<file path="config.mk">
export PLATFORM = sky130hd
export DESIGN_NAME = branch_predictor
export DESIGN_NICKNAME = d
export VERILOG_FILES = /design/src/rtl/bpred_pkg.sv /design/src/rtl/bpred_table.sv /design/src/rtl/branch_predictor.sv
export SDC_FILE = /design/constraint.sdc
export NUM_CORES = 2
export LEC_CHECK = 0
export BUFFER_PORTS_ARGS = -buffer_cell sky130_fd_sc_hd__clkbuf_2
export CAP_MARGIN = 0
export CORE_ASPECT_RATIO = 1.25
export CORE_MARGIN = 2
export CORE_UTILIZATION = 63
export DETAILED_ROUTE_END_ITERATION = 10
export MAX_ROUTING_LAYER = met4
export PLACE_DENSITY = 0.81
export SLEW_MARGIN = 10
export SYNTH_ARGS = -nofsm -noshare
export SYNTH_HDL_FRONTEND = slang
export SYNTH_HIERARCHICAL = 1
export SYNTH_SLANG_ARGS = --single-unit
export TNS_END_PERCENT = 20
</file>
<file path="constraint.sdc">
create_clock -name clk -period 5.7 [get_ports clk]
set_clock_uncertainty 0.2 [all_clocks]
set_input_delay 0.285 -clock clk [delete_from_list [all_inputs] [get_ports clk]]
set_output_delay 0.285 -clock clk [all_outputs]
set_load 0.01 [all_outputs]
</file>
<file path="src/rtl/bpred_pkg.sv">
// Shared types and helpers for the branch predictor: counter encodings,
// BTB entry layout, counter update and table index hashing.
package bpred_pkg;

    localparam int unsigned XLEN      = 32;
    // Tags are stored zero-extended to the widest possible tag (pc[31:2]).
    localparam int unsigned TAG_W     = XLEN - 2;
    // Widest index supported (ENTRIES up to 256).
    localparam int unsigned IDX_MAX_W = 8;

    typedef logic [1:0] ctr_t;

    localparam ctr_t CTR_SNT   = 2'b00;
    localparam ctr_t CTR_WNT   = 2'b01;
    localparam ctr_t CTR_WT    = 2'b10;
    localparam ctr_t CTR_ST    = 2'b11;
    localparam ctr_t CTR_RESET = CTR_WNT;

    typedef struct packed {
        logic             valid;
        logic [TAG_W-1:0] tag;
        logic [XLEN-1:0]  target;
        ctr_t             ctr;
    } bpred_entry_t;

    // Saturating 2-bit direction counter step.
    function automatic ctr_t ctr_next(input ctr_t ctr, input logic taken);
        if (taken) begin
            return (ctr == CTR_ST) ? CTR_ST : ctr_t'(ctr + 2'd1);
        end
        return (ctr == CTR_SNT) ? CTR_SNT : ctr_t'(ctr - 2'd1);
    endfunction

    // pc[iw+1:2], XORed with the history aligned to the index MSBs.
    function automatic logic [IDX_MAX_W-1:0] bpred_index(
        input logic [XLEN-1:0]      pc,
        input logic [IDX_MAX_W-1:0] ghr,
        input int unsigned          iw,
        input int unsigned          hw
    );
        logic [IDX_MAX_W-1:0] base;
        logic [IDX_MAX_W-1:0] mask;
        logic [IDX_MAX_W-1:0] hist;
        base = IDX_MAX_W'(pc >> 2);
        mask = IDX_MAX_W'((16'(1) << iw) - 16'(1));
        hist = (hw == 0) ? '0 : IDX_MAX_W'(ghr << (iw - hw));
        return (base ^ hist) & mask;
    endfunction

    // pc[31:iw+2], zero-extended to TAG_W.
    function automatic logic [TAG_W-1:0] bpred_tag(
        input logic [XLEN-1:0] pc,
        input int unsigned     iw
    );
        return TAG_W'(pc >> (iw + 2));
    endfunction

endpackage

</file>
<file path="src/rtl/bpred_table.sv">
// BTB storage: ENTRIES-deep flop array with asynchronous clear.
// Ports: clk, reset (async, active-low); lk_idx/lk_entry fetch-side read;
// up_idx/up_entry resolve-side read; wr_en/wr_idx/wr_entry write port.
module bpred_table
    import bpred_pkg::*;
#(
    parameter int unsigned ENTRIES = 16,
    parameter int unsigned IW      = 4
) (
    input  logic         clk,
    input  logic         reset,
    input  logic [IW-1:0] lk_idx,
    output bpred_entry_t lk_entry,
    input  logic [IW-1:0] up_idx,
    output bpred_entry_t up_entry,
    input  logic         wr_en,
    input  logic [IW-1:0] wr_idx,
    input  bpred_entry_t wr_entry
);

    bpred_entry_t mem [ENTRIES];

    // Reads return pre-write contents; the write lands at the edge.
    assign lk_entry = mem[lk_idx];
    // Second read port serves the resolve-side hit check.
    assign up_entry = mem[up_idx];

    always_ff @(posedge clk or negedge reset) begin
        if (!reset) begin
            for (int i = 0; i < int'(ENTRIES); i++) begin
                mem[i] <= '{valid: 1'b0, tag: '0, target: '0, ctr: CTR_RESET};
            end
        end else if (wr_en) begin
            mem[wr_idx] <= wr_entry;
        end
    end

endmodule

</file>
<file path="src/rtl/branch_predictor.sv">
// Next-PC predictor: direct-mapped BTB with 2-bit direction counters and
// optional gshare indexing; resolves in EX and raises flush/redirect.
// Ports: clk, reset (async, active-low); if_pc -> pred_taken/pred_target
// (combinational lookup); ex_* resolve inputs -> mispredict/redirect_pc
// (combinational); branch_cnt/mispred_cnt saturating perf counters.
module branch_predictor
    import bpred_pkg::*;
#(
    parameter int unsigned ENTRIES = 16,
    parameter int unsigned HIST_W  = 0,
    parameter int unsigned PRED_EN = 1,
    parameter int unsigned CNT_W   = 16
) (
    input  logic             clk,
    input  logic             reset,
    input  logic [XLEN-1:0]  if_pc,
    output logic             pred_taken,
    output logic [XLEN-1:0]  pred_target,
    input  logic             ex_valid,
    input  logic             ex_is_cond,
    input  logic             ex_is_jump,
    input  logic [XLEN-1:0]  ex_pc,
    input  logic             ex_taken,
    input  logic [XLEN-1:0]  ex_target,
    input  logic             ex_pred_taken,
    input  logic [XLEN-1:0]  ex_pred_target,
    output logic             mispredict,
    output logic [XLEN-1:0]  redirect_pc,
    output logic [CNT_W-1:0] branch_cnt,
    output logic [CNT_W-1:0] mispred_cnt
);

    localparam int unsigned IW  = $clog2(ENTRIES);
    localparam int unsigned GHW = (HIST_W > 0) ? HIST_W : 1;

    logic [GHW-1:0]       ghr;
    logic [IDX_MAX_W-1:0] ghr_ext;
    logic [IW-1:0]        lk_idx;
    logic [IW-1:0]        up_idx;
    bpred_entry_t         lk_entry;
    bpred_entry_t         up_entry;
    logic                 lk_hit_taken;
    logic                 up_hit;
    logic                 wr_en;
    bpred_entry_t         wr_entry;

    assign ghr_ext = (HIST_W > 0) ? IDX_MAX_W'(ghr) : '0;
    assign lk_idx  = IW'(bpred_index(if_pc, ghr_ext, IW, HIST_W));
    assign up_idx  = IW'(bpred_index(ex_pc, ghr_ext, IW, HIST_W));

    bpred_table #(
        .ENTRIES (ENTRIES),
        .IW      (IW)
    ) u_table (
        .clk      (clk),
        .reset    (reset),
        .lk_idx   (lk_idx),
        .lk_entry (lk_entry),
        .up_idx   (up_idx),
        .up_entry (up_entry),
        .wr_en    (wr_en),
        .wr_idx   (up_idx),
        .wr_entry (wr_entry)
    );

    // Fetch-side lookup; an alias (tag mismatch) counts as a miss.
    assign lk_hit_taken = lk_entry.valid && (lk_entry.tag == bpred_tag(if_pc, IW))
                          && lk_entry.ctr[1];
    assign pred_taken   = (PRED_EN != 0) && lk_hit_taken;
    assign pred_target  = lk_hit_taken ? lk_entry.target : if_pc + 32'd4;

    // EX-side flush request; held low while in reset.
    assign mispredict  = reset && ex_valid &&
                         ((ex_taken != ex_pred_taken) ||
                          (ex_taken && (ex_target != ex_pred_target)));
    assign redirect_pc = ex_taken ? ex_target : ex_pc + 32'd4;

    assign up_hit = up_entry.valid && (up_entry.tag == bpred_tag(ex_pc, IW));

    // Train on hit, allocate on taken miss, leave untouched on not-taken miss.
    always_comb begin
        wr_en    = 1'b0;
        wr_entry = up_entry;
        if (ex_valid) begin
            if (up_hit) begin
                wr_en        = 1'b1;
                wr_entry.ctr = ctr_next(up_entry.ctr, ex_taken);
                if (ex_taken) begin
                    wr_entry.target = ex_target;
                end
            end else if (ex_taken) begin
                wr_en    = 1'b1;
                wr_entry = '{valid:  1'b1,
                             tag:    bpred_tag(ex_pc, IW),
                             target: ex_target,
                             ctr:    ex_is_jump ? CTR_ST : CTR_WT};
            end
        end
    end

    // Non-speculative global history, conditional branches only.
    always_ff @(posedge clk or negedge reset) begin
        if (!reset) begin
            ghr <= '0;
        end else if ((HIST_W > 0) && ex_valid && ex_is_cond) begin
            ghr <= GHW'({ghr, ex_taken});
        end
    end

    // Saturating performance counters.
    always_ff @(posedge clk or negedge reset) begin
        if (!reset) begin
            branch_cnt  <= '0;
            mispred_cnt <= '0;
        end else begin
            if (ex_valid && (branch_cnt != '1)) begin
                branch_cnt <= branch_cnt + CNT_W'(1);
            end
            if (mispredict && (mispred_cnt != '1)) begin
                mispred_cnt <= mispred_cnt + CNT_W'(1);
            end
        end
    end

endmodule

</file>
==> results.tsv <==
stage	metric	value	unit
floorplanning	die-height	346	µm
placement	gp_congestion	0.958	
clock_tree	hold_buffers	4	
setup_path	path_class	register to primary output	
clock_tree	cts_buffer_depth	3	
placement	port_buffers	231	
timing	period_share	91.1	%
floorplanning	dieWidth	278	µm
grt	grt_start_max_net_pins	194	
finish	fillers	5880	
clock_tree	cts_setup_buffers	0	
timing	hold_violations	0	
timing	setup_ws	0.505	ns
min_path	hp-class	input port to register	
timing	tightest_slew	1.26	ns
grt	grt.overflow.total	0	
timing	max_freq	0.192	GHz
timing	max_slew_margin	15.9	%
timing	finalMaxSlewViolations	0	
grt	track_usage	39.4	%
finish	layout-drive-gt1-share	52.5	%
power	power_density	309	nW/µm²
timing	rsz0062_at_grt	no	
detailed_routing	vias	39854	
finish	final_cell_area	65800	µm²
detailed_routing	ant_nets	0	
timing	setup_viol	0	
power	leakagePower	30.1	nW
run	maxCapViolCount	0	
timing	fin_crit	5.20	ns
power	irDropWorstVdd	0.000242	V
grt	antenna_found_initial	10	
setup_path	crit_path_start_kind	register	
finish	nNetsFinal	4307	
finish	post-route-util	70.9	%
clock_tree	cts_tree	yes	
placement	dp_hpwl	114	mm
floorplanning	rows	125	
detailed_routing	vias_per_cell	7.28	
floorplanning	core-area	92900	µm²
placement	dp_slack	0.241	ns
grt	grt_pass1_wl	269	mm
setup_path	cp-end-kind	primary output	
setup_path	crit_arrival	4.71	ns
grt	first_global_vias	41577	
setup_path	cp.required	5.22	ns
detailed_routing	first_iter_violations	4501	
floorplanning	die_area	96000	µm²
floorplanning	initial_core_util	63.4	%
detailed_routing	drcViolationCount	0	
floorplanning	ios	233	
timing	holdWs	0.0387	ns
finish	area.growth.synth_to_final	11.7	%
logic_synthesis	syn_area	58900	µm²
detailed_routing	drt-total-wl	182	mm
clock_tree	clkTransAtPathRegs	0.07	ns
clock_tree	htreeDepth	3	
detailed_routing	wl_per_cell	33.3	µm
logic_synthesis	synth_cells	4043	
detailed_routing	dr.pass1.iters	6	
clock_tree	cts_num_sinks	1072	
logic_synthesis	syn-num-nets	4182	
clock_tree	clk_latency	0.72	ns
setup_path	path_cells	mux4_2, a22oi_1, nand2_1, xor2_1, or4b_1, or3_1, or3_2, a21oi_1, clkbuf_2	
clock_tree	root_buffer	clkbuf_16	
clock_tree	cts_resized	0	
logic_synthesis	syn_avg_cell_area	14.6	µm²
logic_synthesis	synth_warnings	6	
placement	placed_cell_area	62100	µm²
setup_path	slowest_stage	or3_2	
outcome	status	completed	
setup_path	cpPeakStageDelay	0.67	ns
setup_path	cp_max_fo	8	
timing	tns	0	ns
clock_tree	cts_buffers	106	
-- where the power goes --
group	total [mW]	leakage [nW]	internal, mW	switching, mW
registers	9.19	14.5	8.51	0.680
clock network	7.43	1.81	4.30	3.13
logic	3.71	13.7	1.88	1.83
-- cell type report --
cell class,count,area (µm²),area share (%)
Antenna cell,13,32.5,0.0494
Clock buffer,142,3010,4.57
Clock inverter,52,651,0.988
Inverter,13,48.8,0.0741
Multi-Input combinational cell,2577,30400,46.1
Sequential cell,1072,26800,40.8
Tap cell,1206,1510,2.29
Timing Repair Buffer,398,3380,5.13
-- registers in the layout (all words and copies together), names as in the netlist --
| signal | flops |
|---|---|
| branch_cnt | 16 |
| mispred_cnt | 16 |
| u_table/mem | 1040 |
-- critical path: cells and delay by family (launching register included) --
family / cells / cell delay (ns)
multiplexers: 1 / 0.47
AND/OR/NAND/NOR: 4 / 1.76
flip-flops: 1 / 0.40
XOR/XNOR: 1 / 0.25
buffers and inverters: 1 / 0.25
AO/OA/AOI/OAI: 2 / 0.90
-- per-layer routing --
layer	GRT usage (%)	wire (µm)	vias to the layer above	share of wire (%)
li1	-	-	15766	-
met1	48.1	64200	20862	35
met2	58.3	83600	2554	46
met3	13.4	22800	672	13
met4	21.3	11500	0	6.3
met5	-	0	-	0
-- cells in the final DEF, fill, tap and decap left out, types with 10 or more instances in the layout --
master	count
dfrtp_1	1056
mux2_2	1043
mux4_2	516
a22oi_1	258
clkbuf_2	225
nand2_1	212
clkbuf_16	107
xor2_1	103
buf_4	92
buf_12	71
xnor2_1	63
nor2_1	57
mux2_4	50
nand3_1	41
o21ai_0	32
a21oi_1	28
nand4_1	27
clkinv_2	26
nor4_1	22
clkbuf_8	20
nor3_1	18
dfstp_2	16
clkbuf_1	15
diode_2	13
inv_1	13
bufinv_16	13
mux2_1	10
-- stage by stage --
step / power, mW / std cells
global route: 21.0 / 5468
finish: 20.3 / 5473
CTS: 20.3 / 5460
detailed placement: 12.9 / 5262
global placement: 12.7 / 5262
floorplan: 11.6 / 4043
-- worst paths after layout --
check,startpoint,slack [ns],end,cells after the start
worst min register to register,branch_cnt[9],0.30,branch_cnt[9],1
max in group asynchronous,reset,3.58,u_table/mem[557],4
worst min-delay path,ex_pred_target[8],0.04,mispred_cnt[13],6
min in group asynchronous,reset,0.08,u_table/mem[987],3
worst max register to register,u_table/mem[303],0.83,u_table/mem[893],13
worst max-delay path,u_table/mem[314],0.50,pred_target[31],9
No activity file was read; power rests on OpenSTA's default activity.
